[src/rtl/wb_pkg.sv]
// Shared types for the write-back stage: occupancy encoding and the entry
// layout handed from EX to the register-file write port.
package wb_pkg;

  localparam int unsigned WB_XLEN   = 64;
  localparam int unsigned WB_REG_AW = 5;

  typedef enum logic [1:0] {
    EMPTY = 2'd0,
    ONE   = 2'd1,
    TWO   = 2'd2
  } wb_occ_e;

  // Reference layout at the default widths; the top level re-declares the
  // same field order at its own parameter values.
  typedef struct packed {
    logic [WB_XLEN-1:0]   pc;
    logic                 we;
    logic [WB_REG_AW-1:0] rd;
    logic [WB_XLEN-1:0]   data;
  } wb_entry_t;

  localparam int unsigned WB_ENTRY_W = $bits(wb_entry_t);

  function automatic int unsigned entry_width(input int unsigned xlen,
                                              input int unsigned reg_aw);
    return xlen + 1 + reg_aw + xlen;
  endfunction

endpackage

[src/rtl/wb_skid_buf.sv]
// Two-entry elastic buffer (main + skid) with a three-state occupancy FSM.
// Upstream ready is decoded from the state register and flush only.
module wb_skid_buf
  import wb_pkg::*;
#(
  parameter int unsigned W = WB_ENTRY_W
) (
  input  logic         clk,
  input  logic         rst,
  input  logic         flush_i,
  input  logic         in_valid_i,
  output logic         in_ready_o,
  input  logic [W-1:0] in_data_i,
  output logic         out_valid_o,
  input  logic         out_ready_i,
  output logic [W-1:0] out_data_o
);

  wb_occ_e      state_q, state_d;
  logic [W-1:0] m_q, m_d;
  logic [W-1:0] s_q, s_d;
  logic         accept;
  logic         pop;

  // NOTE: sequential state uses non-blocking assignments so every flop
  // samples the pre-edge value of every other flop.
  always_ff @(posedge clk or negedge rst) begin
    if (!rst) state_q <= EMPTY;
    else      state_q <= state_d;
  end

  // NOTE: the entry registers are reset because M must read as zero after
  // reset (wb_pc_o and the RF outputs are observed directly).
  always_ff @(posedge clk or negedge rst) begin
    if (!rst) begin
      m_q <= '0;
      s_q <= '0;
    end else begin
      m_q <= m_d;
      s_q <= s_d;
    end
  end

  assign accept = in_valid_i && in_ready_o;
  assign pop    = out_valid_o && out_ready_i && !flush_i;

  // NOTE: every variable gets a hold default first so no path leaves one
  // unassigned and infers a latch.
  always_comb begin
    state_d = state_q;
    m_d     = m_q;
    s_d     = s_q;
    if (flush_i) begin
      // Payload registers keep their contents; only occupancy is cleared.
      state_d = EMPTY;
    end else begin
      unique case (state_q)
        EMPTY: begin
          if (accept) begin
            state_d = ONE;
            m_d     = in_data_i;
          end
        end
        ONE: begin
          if (accept && pop) begin
            m_d = in_data_i;
          end else if (accept) begin
            state_d = TWO;
            s_d     = in_data_i;
          end else if (pop) begin
            state_d = EMPTY;
          end
        end
        TWO: begin
          if (pop) begin
            state_d = ONE;
            m_d     = s_q;
          end
        end
        default: state_d = EMPTY;
      endcase
    end
  end

  always_comb begin
    in_ready_o  = (state_q != TWO) && !flush_i;
    out_valid_o = (state_q != EMPTY);
    out_data_o  = m_q;
  end

endmodule

[src/rtl/wb_stage_pipe.sv]
// Write-back stage: buffers retiring instructions from EX, drives the
// register-file write port and counts retirements.
module wb_stage_pipe
  import wb_pkg::*;
#(
  parameter int unsigned XLEN   = 64,
  parameter int unsigned REG_AW = 5,
  parameter int unsigned CNT_W  = 64
) (
  input  logic              clk,
  input  logic              rst,
  input  logic              ex_valid_i,
  output logic              ex_ready_o,
  input  logic [XLEN-1:0]   ex_pc_i,
  input  logic              ex_rd_we_i,
  input  logic [REG_AW-1:0] ex_rd_i,
  input  logic [XLEN-1:0]   ex_rd_data_i,
  input  logic              commit_stall_i,
  input  logic              flush_i,
  output logic              rf_we_o,
  output logic [REG_AW-1:0] rf_waddr_o,
  output logic [XLEN-1:0]   rf_wdata_o,
  output logic              wb_valid_o,
  output logic [XLEN-1:0]   wb_pc_o,
  output logic [CNT_W-1:0]  retire_cnt_o
);

  localparam int unsigned ENTRY_W = entry_width(XLEN, REG_AW);

  typedef struct packed {
    logic [XLEN-1:0]   pc;
    logic              we;
    logic [REG_AW-1:0] rd;
    logic [XLEN-1:0]   data;
  } entry_t;

  entry_t           in_entry;
  entry_t           m_entry;
  logic [ENTRY_W-1:0] m_raw;
  logic             m_valid;
  logic             retire;
  logic [CNT_W-1:0] cnt_q, cnt_d;

  always_comb begin
    in_entry.pc   = ex_pc_i;
    in_entry.we   = ex_rd_we_i;
    in_entry.rd   = ex_rd_i;
    in_entry.data = ex_rd_data_i;
  end

  wb_skid_buf #(
    .W (ENTRY_W)
  ) u_skid (
    .clk         (clk),
    .rst         (rst),
    .flush_i     (flush_i),
    .in_valid_i  (ex_valid_i),
    .in_ready_o  (ex_ready_o),
    .in_data_i   (in_entry),
    .out_valid_o (m_valid),
    .out_ready_i (!commit_stall_i),
    .out_data_o  (m_raw)
  );

  assign m_entry = entry_t'(m_raw);

  // Flush outranks retirement: a flushed head never reaches the RF.
  assign retire = m_valid && !commit_stall_i && !flush_i;

  always_comb begin
    rf_we_o    = retire && m_entry.we && (m_entry.rd != '0);
    rf_waddr_o = m_entry.rd;
    rf_wdata_o = m_entry.data;
    wb_valid_o = m_valid;
    wb_pc_o    = m_entry.pc;
  end

  always_comb begin
    cnt_d = cnt_q;
    if (retire) cnt_d = cnt_q + CNT_W'(1);
  end

  always_ff @(posedge clk or negedge rst) begin
    if (!rst) cnt_q <= '0;
    else      cnt_q <= cnt_d;
  end

  assign retire_cnt_o = cnt_q;

endmodule

[config.mk]
export PLATFORM = sky130hd
export DESIGN_NAME = wb_stage_pipe
export DESIGN_NICKNAME = d
export VERILOG_FILES = /design/src/rtl/wb_pkg.sv /design/src/rtl/wb_skid_buf.sv /design/src/rtl/wb_stage_pipe.sv
export SDC_FILE = /design/constraint.sdc
export NUM_CORES = 1
export LEC_CHECK = 0
export ABC_AREA = 1
export CAP_MARGIN = 10
export CORE_MARGIN = 4
export CORE_UTILIZATION = 58
export CTS_BUF_LIST = sky130_fd_sc_hd__clkbuf_8
export DETAILED_ROUTE_END_ITERATION = 8
export PLACE_DENSITY = 0.95
export SYNTH_ARGS = -nofsm -noshare
export SYNTH_HDL_FRONTEND = slang
export SYNTH_SLANG_ARGS = --single-unit
[constraint.sdc]
create_clock -name clk -period 2.5 [get_ports clk]
set_input_delay 0.25 -clock clk [delete_from_list [all_inputs] [get_ports clk]]
set_output_delay 0.25 -clock clk [all_outputs]
set_load 0.03 [all_outputs]
* Yosys cells after proc, flatten, opt, wreduce, memory -nomap -nowiden *
Cells that the tools add are included.

storage, ports and cells
  bits in latches = 0
  bits in registers = 334
  word-level logic and storage cells = 44
  input port bits = 139
  bits in writable memories = 0
  output and inout bits = 200
  memories kept = 0
  ROM bits = 0

cells by class
  equality and inequality tests = 10
  shifts and indexed selects = 0
  add/sub/neg operators = 1
  reduce and logical (&&, ||, !) cells = 16
  mux-type cells = 11
  divide/modulo/power cells = 0
  bitwise operators = 2
  multipliers = 0
  order comparisons = 0

operators with widths
  kind                                            number
  2-to-1 mux 134 bit                              3
  one-hot mux 134 bit (3 select lines)            1
  adder 64 x 1 -> 64 bit (second input constant)  1
  2-to-1 mux 2 bit                                6
  AND reduction 4 bit                             2
  logical AND 1 bit                               7
  != test 3 bit (second input constant)           2
  one-hot mux 2 bit (3 select lines)              1
  AND reduction 5 bit                             1
  nonzero test 5 bit                              1
  != test 2 x 1 -> 1 bit (second input constant)  2
  != test 2 bit (second input constant)           2
  != test 4 x 3 -> 1 bit (second input constant)  1
  != test 3 x 2 -> 1 bit (second input constant)  1
  nonzero test 3 bit                              1
  == test 2 x 1 -> 1 bit (second input constant)  1
  == test 2 bit (second input constant)           1
  zero test 1 bit                                 2
  zero test 2 bit                                 1
  NOT 1 bit                                       2
  nonzero test 2 bit                              1

* Depth between registers and ports, before layout *
Gate-level depths: netlist (run 1).

  word-level depth = 8
  depth in mapped cells = 11
  gate-level depth less buffers = 11

* Hierarchy *
A second synthesis (run 1) with hierarchy kept.

unflattened totals
  cell total of the unflattened synthesis = 2166
  area total of the unflattened synthesis = 16598.4 µm²

by module, submodules not included
  module         cells an instance  instances  area each (µm²)  seq. area each (µm²)
  wb_skid_buf    1650               1          12713.4          6756.5
  wb_stage_pipe  516                1          3885.0           1601.5

* Worst setup path after synthesis (run 1) *
OpenSTA, ideal clock, no wires.

  kind = reg-to-reg
  from = register cnt_q[0] (netlist: retire_cnt_o[0])
  to = register cnt_q[44] (netlist: retire_cnt_o[44])
  slack = 0.632 ns
  data required time = 2.382 ns
  clock period less this slack = 1.868 ns
  arrival time = 1.750 ns
  path buffers = 0
  library setup time = 0.118 ns
  stages on the path, launching flop included = 11
  cell sequence = dfrtp_1 > ha_1 > nand3_1 > inv_1 > nand2_1 > nor2_1 > nand3_1 > nor2_1 > nand2_1 > nand2_1 > nand2_1

between the ends
  longest elaborated chain between the ends = 1

ends and longest elaborated chain
  what                      RTL line             RTL
  start: declaration        wb_stage_pipe.sv:42  logic [CNT_W-1:0] cnt_q, cnt_d;
  start signal: assignment  wb_stage_pipe.sv:85  else cnt_q <= cnt_d;
  adder 64 x 1 -> 64 bit    wb_stage_pipe.sv:80  if (retire) cnt_d = cnt_q + CNT_W'(1);

Every way passes these cells.
A chain may end at the register's enable or synchronous reset.

* Worst setup path after layout (run 1) *
  from = register u_skid.state_q[1]
  to = output port ex_ready_o

between the ends
  longest elaborated chain between the ends = 2

ends and longest elaborated chain
  what                      RTL line             RTL
  start: declaration        wb_skid_buf.sv:19    wb_occ_e state_q, state_d;
  start signal: assignment  wb_skid_buf.sv:29    else state_q <= state_d;
  != test 2 bit             wb_skid_buf.sv:86    in_ready_o = (state_q != TWO) && !flush_i;
  logical AND 1 bit         wb_skid_buf.sv:86
  end: declaration          wb_stage_pipe.sv:13  output logic ex_ready_o,

Every way passes these cells.

==> impl_results.md, run 1 <==
- Vias per cell: 5.29
- Hold Fails Final Rpt: 0
- Yosys cell types: 27
- Cells after DPL: 2629
- Number of synthesized flops with an enable pin: 0
- Die area: 31400 um^2
- Most numerous cell in the Yosys netlist: nand2_1
- Root buf cell: clkbuf_8
- Worst setup slack after layout: 0.0935 ns
- Max rail drop VDD: 0.823 mV
- Setup TNS: 0 ns
- # IOs: 339
- Clock slew at reported path FFs: 0.06 ns
- Clock sink count: 334
- DIE WIDTH: 177 um
- Total number of vias: 14423
- Final slew viol count: 0
- Synthesized area per cell: 7.84 um^2
- Worst Setup End Kind: output pin
- Flops & latches, synth: 334
- Pre-CTS setup slack: 0.210 ns
- Syn_nets: 2254
- Startpoint Class: register
- First-pass iteration count of the detailed router: 6
- Final GP Congestion: 0.936
- Insertion delay to the later sink of the worst-skew pair: 0.57 ns
- Detail Placement HPWL: 30500 um
- R2R depth: 10
- Crit-path cells: inv_1, nor2_4, nor2_2, clkdlybuf4s50_1
- Routed Antenna Nets: 0
- Ys Warns: 0
- Crit path time final: 2.41 ns
- Most instantiated cells after synthesis: nand2_1, o21ai_0, inv_1
- CTS buffer count: 53
- CP max-delay cell: clkdlybuf4s50_1
- Cell Pwr Density: 993 nW/um^2
- WP data required: 2.25 ns
- Core area: 28000 um^2
- CTS tree: yes
- Top FF cell, synth: dfrtp_1
- CP max stage delay: 0.72 ns
- Max Freq: 416 MHz
- Vias in the first global route: 14446
- CTS max path bufs: 3
- Largest net degree at the start of global routing: 187
- P&R area growth vs syn: 23.1%
- Tcrit/Tclk final: 96.3%
- Slew @ Worst Pin: 0.739 ns
- Run status: finished, final reports clean
- Fraction of layout cells with a size suffix above 1: 4.68%
- Setup CP Type: register to output pin
- Relative max-transition margin: 50.4%
- Syn Std Cell Area: 16600 um^2
- Clock Skew: 0.0280 ns
- DRT iter0 DRCs: 1369
- PortBufs: 338
- Initial antenna violation count: 2
- Detailed-route wire length: 43300 um
- GRT Total Usage: 27.4%
- Initial Util: 59.2%
- Leak: 9.71 nW
- Net count, final: 2447
- Ranking of synthesized cells by area: dfrtp_1, nand2_1, o21ai_0
- Hold WC Path Type: primary input to async pin
- Critical path peak fanout: 4
- RSZ-0062 raised after global routing: false
- DRC viols: 0
- Area share of the largest cell type after synthesis: 50.4%
- WL/cell: 15.9 um
- MaxCap Viol Count: 0
- Post-route non-filler standard cell count: 2728
- Synth Instances: 2114
- Area leader, netlist: dfrtp_1
- Asr flop ratio synth: 100%
- Die Y: 177 um
- Std-Cell Rows: 61
- Register area share after synthesis: 50.4%
- Total global routing overflow: 0
- Crit path DAT: 2.16 ns
- Global-route wire length before repair: 70300 um
- H-tree depth: 2
- # setup viols final: 0
==> power breakdown <==
group          internal (mW)  total (mW)  switching (mW)
clock                   2.49        4.61            2.12
sequential              7.39        8.59            1.20
combinational           2.77        7.06            4.30
total                   12.6        20.3            7.62
==> critical path, delay by kind of cell (launching register included) <==
kind	cells	cell delay [ns]
AND/OR/NAND/NOR	2	0.28
flip-flops	1	0.45
buffers and inverters	2	0.87
==> layer usage <==
metal  GRT usage [%]  part of all wire (%)
met2            46.0                    49
met5               0                     0
met3            6.24                   8.9
met1            34.1                    38
met4            11.9                   4.3
==> placed cells by master (no fill, tap or decap), types with 2 or more instances in the layout <==
master	count
nor2_4	2
nand4_1	16
o21ai_1	22
xnor2_1	27
nand2_1	537
nor2_1	140
inv_1	357
xor2_1	17
diode_2	2
buf_4	11
dfrtp_1	334
a21oi_1	43
clkdlybuf4s50_1	336
nand2_2	2
o21ai_0	340
nor2_2	6
nand3_1	42
buf_12	10
clkinv_2	4
clkbuf_8	70
nand3b_1	6
nor3_1	14
==> cells by family after synthesis <==
| group | Yosys count | synth area share [%] |
|---|---|---|
| AND/OR/NAND/NOR | 769 | 18.5 |
| buffers and inverters | 558 | 16.2 |
| AO/OA/AOI/OAI | 408 | 12.5 |
| flip-flops | 334 | 50.4 |
| XOR/XNOR | 44 | 2.32 |
| adder cells (fa/ha/maj) | 1 | 0.0755 |
==> timing repair <==
action                                 in CTS  in global routing
setup endpoints to repair                   1                  0
resized for setup                           1                  0
endpoints found under the hold margin      54                  0
hold buffers                                1                  0
setup buffers                               0                  0
==> flip-flops by register name, indices dropped and copies added (netlist names) <==
name               count
u_skid.out_data_o    134
u_skid.state_q         2
u_skid.s_q           134
retire_cnt_o          64
==> stage by stage <==
stage	util (%)	total power, mW	instance area, um^2	hold slack [ns]
after floorplan	-	13.7	16600	-0.0456
after global placement	69.0	15.2	19300	0.231
after detailed placement	69.0	15.7	19300	0.226
after CTS	72.8	20.4	20400	0.207
after global routing	72.8	21.4	20400	0.239
final	72.8	20.3	20400	0.226
==> layout make-up <==
type | instances | area (um^2)
sequential | 334 | 8360
fill | 1950 | 7610
timing repair buffer | 360 | 3680
multi-input combinational | 1222 | 5560
clock inverter | 26 | 106
tap | 378 | 473
clock buffer | 70 | 963
antenna | 2 | 5.00
inverter | 336 | 1260
==> final timing paths <==
path,from,endpoint,slack [ns]
max,u_skid.state_q[1],ex_ready_o,0.09
min,rst,retire_cnt_o[26],0.23
max reg2reg,retire_cnt_o[0],retire_cnt_o[44],0.34
min reg2reg,u_skid.s_q[56],u_skid.s_q[56],0.48
max in group asynchronous,rst,u_skid.s_q[46],1.42
min in group clk,ex_pc_i[51],u_skid.s_q[121],0.25
Note: power is estimated with default switching activity, not from simulation.
==> run 2, diff against run 1 <==
Settings changed: ABC_AREA 1 to default, CORE_UTILIZATION 58 to 56, RECOVER_POWER from default to 50.
==> impl_results.md, run 2 <==
- Setup bufs post-CTS: 0 (unchanged)
- R2R depth: 5 (-5)
- CTS tree: yes
- Core area: 26200 um^2 (-6.4%)
- Most numerous cell in the Yosys netlist: dfrtp_1
- Die Y: 172 um (-3.0%)
- Worst R2R End: u_skid.s_q[59]
- Fraction of layout cells with a size suffix above 1: 14.7% (+10 points)
- Relative max-transition margin: -27.2% (-78 points)
- Critical path peak fanout: 6 (+2)
- Cells after DPL: 1939 (-26%)
- Tcrit/Tclk final: 90.1% (-6.2 points)
- Vias per cell: 5.69 (+7.6%)
- H-tree depth: 2 (unchanged)
- Ys Warns: 0 (unchanged)
- DIE WIDTH: 172 um (-3.0%)
- Flop2flop setup slack: 0.27 ns (-0.07 ns)
- Worst hold path endpoint: u_skid.out_data_o[96]
- WHS: 0.269 ns (+0.0431 ns)
- P&R area growth vs syn: 26.3%
- Synth Instances: 1442 (-32%)
- Detailed-route wire length: 40000 um (-7.7%)
- Power Total: 15.4 mW (-24%)
- Net count, final: 1801 (-26%)
- Leak: 8.21 nW (-15%)
- Area leader, netlist: dfrtp_1
- Final slew viol count: 70 (+70)
- Clock sink count: 334 (unchanged)
- Insertion delay to the later sink of the worst-skew pair: 0.56 ns (about the same)
- First-pass iteration count of the detailed router: 5 (-1)
- Max rail drop VDD: 0.656 mV (-20%)
- Failing checks: max-capacitance violations, max-slew violations
- Std-Cell Rows: 59 (-3.3%)
- Crit path DAT: 2.00 ns (-0.16 ns)
- DRC viols: 0 (unchanged)
- Root buf cell: clkbuf_8
- Yosys cell types: 37 (+37%)
- Asr flop ratio synth: 100% (unchanged)
- Register area share after synthesis: 55.7% (+5.3 points)
- WL/cell: 19.7 um (+24%)
- Ranking of synthesized cells by area: dfrtp_1, mux2_2, nand2_1
- Run status: finished, violations left
- Area share of the largest cell type after synthesis: 55.7% (+5.3 points)
- Clock Skew: 0.0102 ns (-0.0179 ns)
- Crit path time final: 2.25 ns (-0.154 ns)
- CTS max path bufs: 3 (unchanged)
- R2r startpoint: u_skid.state_q[1]
- FILL cells: 1702 (-13%)
- Startpoint Class: register
- Hold Crit Start: ex_pc_i[26]
- Initial antenna violation count: 1 (-1)
- Syn_nets: 1582 (-30%)
- Routed Antenna Nets: 0 (unchanged)
- Final Core Density: 72.3% (-0.51 points)
- Largest net degree at the start of global routing: 137 (-27%)
- # setup viols final: 0 (unchanged)
- Most frequent cells in the layout: clkdlybuf4s50_1, dfrtp_1, nand2_1
- # IOs: 339 (unchanged)
- Syn Std Cell Area: 15000 um^2 (-9.5%)
- Hold WC Path Type: primary input to register
- Hold path cells: 3
- Most instantiated cells after synthesis: dfrtp_1, nand2_1, nor2_1
- Vias in the first global route: 12232 (-15%)
- Setup TNS: 0 ns (unchanged)
- CTS buffer count: 54 (+1.9%)
- Final GP Congestion: 0.829 (-11%)
- Synthesized area per cell: 10.4 um^2 (+33%)
- Initial Util: 57.3% (-1.9 points)
- PortBufs: 338 (unchanged)
- Setup CP Type: register to output pin
- Hold Fails Final Rpt: 0 (unchanged)
- RSZ-0062 raised after global routing: false
- DRT iter0 DRCs: 865 (-37%)
- Detail Placement HPWL: 27300 um (-10%)
- Post-route non-filler standard cell count: 2035 (-25%)
- Total global routing overflow: 0 (unchanged)
- Slew @ Worst Pin: 1.91 ns (+1.17 ns)
- Die area: 29500 um^2 (-5.9%)
- Cell Pwr Density: 811 nW/um^2 (-18%)
- Top FF cell, synth: dfrtp_1
- Number of synthesized flops with an enable pin: 0 (unchanged)
- Flops & latches, synth: 334 (unchanged)
- WP data required: 2.25 ns (about the same)
- Global-route wire length before repair: 63200 um (-10%)
- Total number of vias: 11572 (-20%)
- Commonest non-fill, non-tap cell in the layout: clkdlybuf4s50_1
- Max Freq: 444 MHz (+6.9%)
- GRT Total Usage: 26.6% (-0.75 points)
- Clock slew at reported path FFs: 0.06 ns (about the same)
- Worst Setup End Kind: output pin
- MaxCap Viol Count: 1 (+1)
run 2: where the power goes:
part	total, mW	internal, mW	switching, mW
logic	3.61	1.70	1.91
clock network	4.63	2.52	2.11
registers	7.14	6.48	0.657
total	15.4	10.7	4.68
run 2: timing repair:
| action | in CTS | in global routing |
|---|---|---|
| resized for setup | 1 | 0 |
| endpoints found under the setup margin | 1 | 0 |
| hold buffers | 1 | 0 |
| hold endpoints to repair | 62 | 0 |
run 2: per-stage QoR:
step | cell area, um^2 | worst slack, ns
after floorplan | 15000 | 0.429
after global placement | 18000 | 0.173
after detailed placement | 18000 | 0.0173
after CTS | 19100 | 0.135
after global routing | 19000 | 0.0514
final | 19000 | 0.248
run 2: cell type report:
type,count,area [um^2],area share [%]
diodes,1,2.50,0.0132
clock buffers,71,977,5.15
inverters,9,33.8,0.178
flip-flops and latches,334,8360,44.1
multi-input cells,890,5300,28.0
repair buffers,372,3760,19.9
clock inverters,23,101,0.535
well taps,335,419,2.21
run 2: how the worst max path moves through the flow:
stage                            from          endpoint  slack [ns]  cells past startpoint
floorplan             retire_cnt_o[0]  retire_cnt_o[22]        0.43                      6
detailed placement     commit_stall_i  retire_cnt_o[62]        0.02                      6
CTS                 u_skid.state_q[0]        wb_valid_o        0.13                      3
global route                      rst    u_skid.s_q[19]        0.05                      3
global placement       commit_stall_i  retire_cnt_o[56]        0.17                      6
finish              u_skid.state_q[0]        wb_valid_o        0.25                      3
run 2: metal layers:
| layer | GRT usage [%] | vias to the layer above | wire length [um] |
|---|---|---|---|
| met2 | 46.0 | 468 | 20300 |
| met4 | 12.6 | 0 | 1920 |
| met3 | 6.80 | 142 | 2930 |
| met1 | 31.1 | 5770 | 14900 |
| met5 | 0 | - | 0 |
| li1 | - | 5192 | - |
run 2: worst max-delay path, cell delays in order, from the launching register on:
cell and delay, ns:
dfrtp_1 0.45, nor2_2 0.27, inv_1 0.11, clkdlybuf4s50_1 0.61
run 2: logic make-up after synthesis:
| family | after synthesis | synth area share (%) |
|---|---|---|
| simple gates | 552 | 15.7 |
| flops | 334 | 55.7 |
| buf+inv | 218 | 8.90 |
| compound gates | 138 | 5.80 |
| mux | 135 | 10.1 |
| xor+xnor | 64 | 3.73 |
| fa+ha+maj | 1 | 0.0833 |
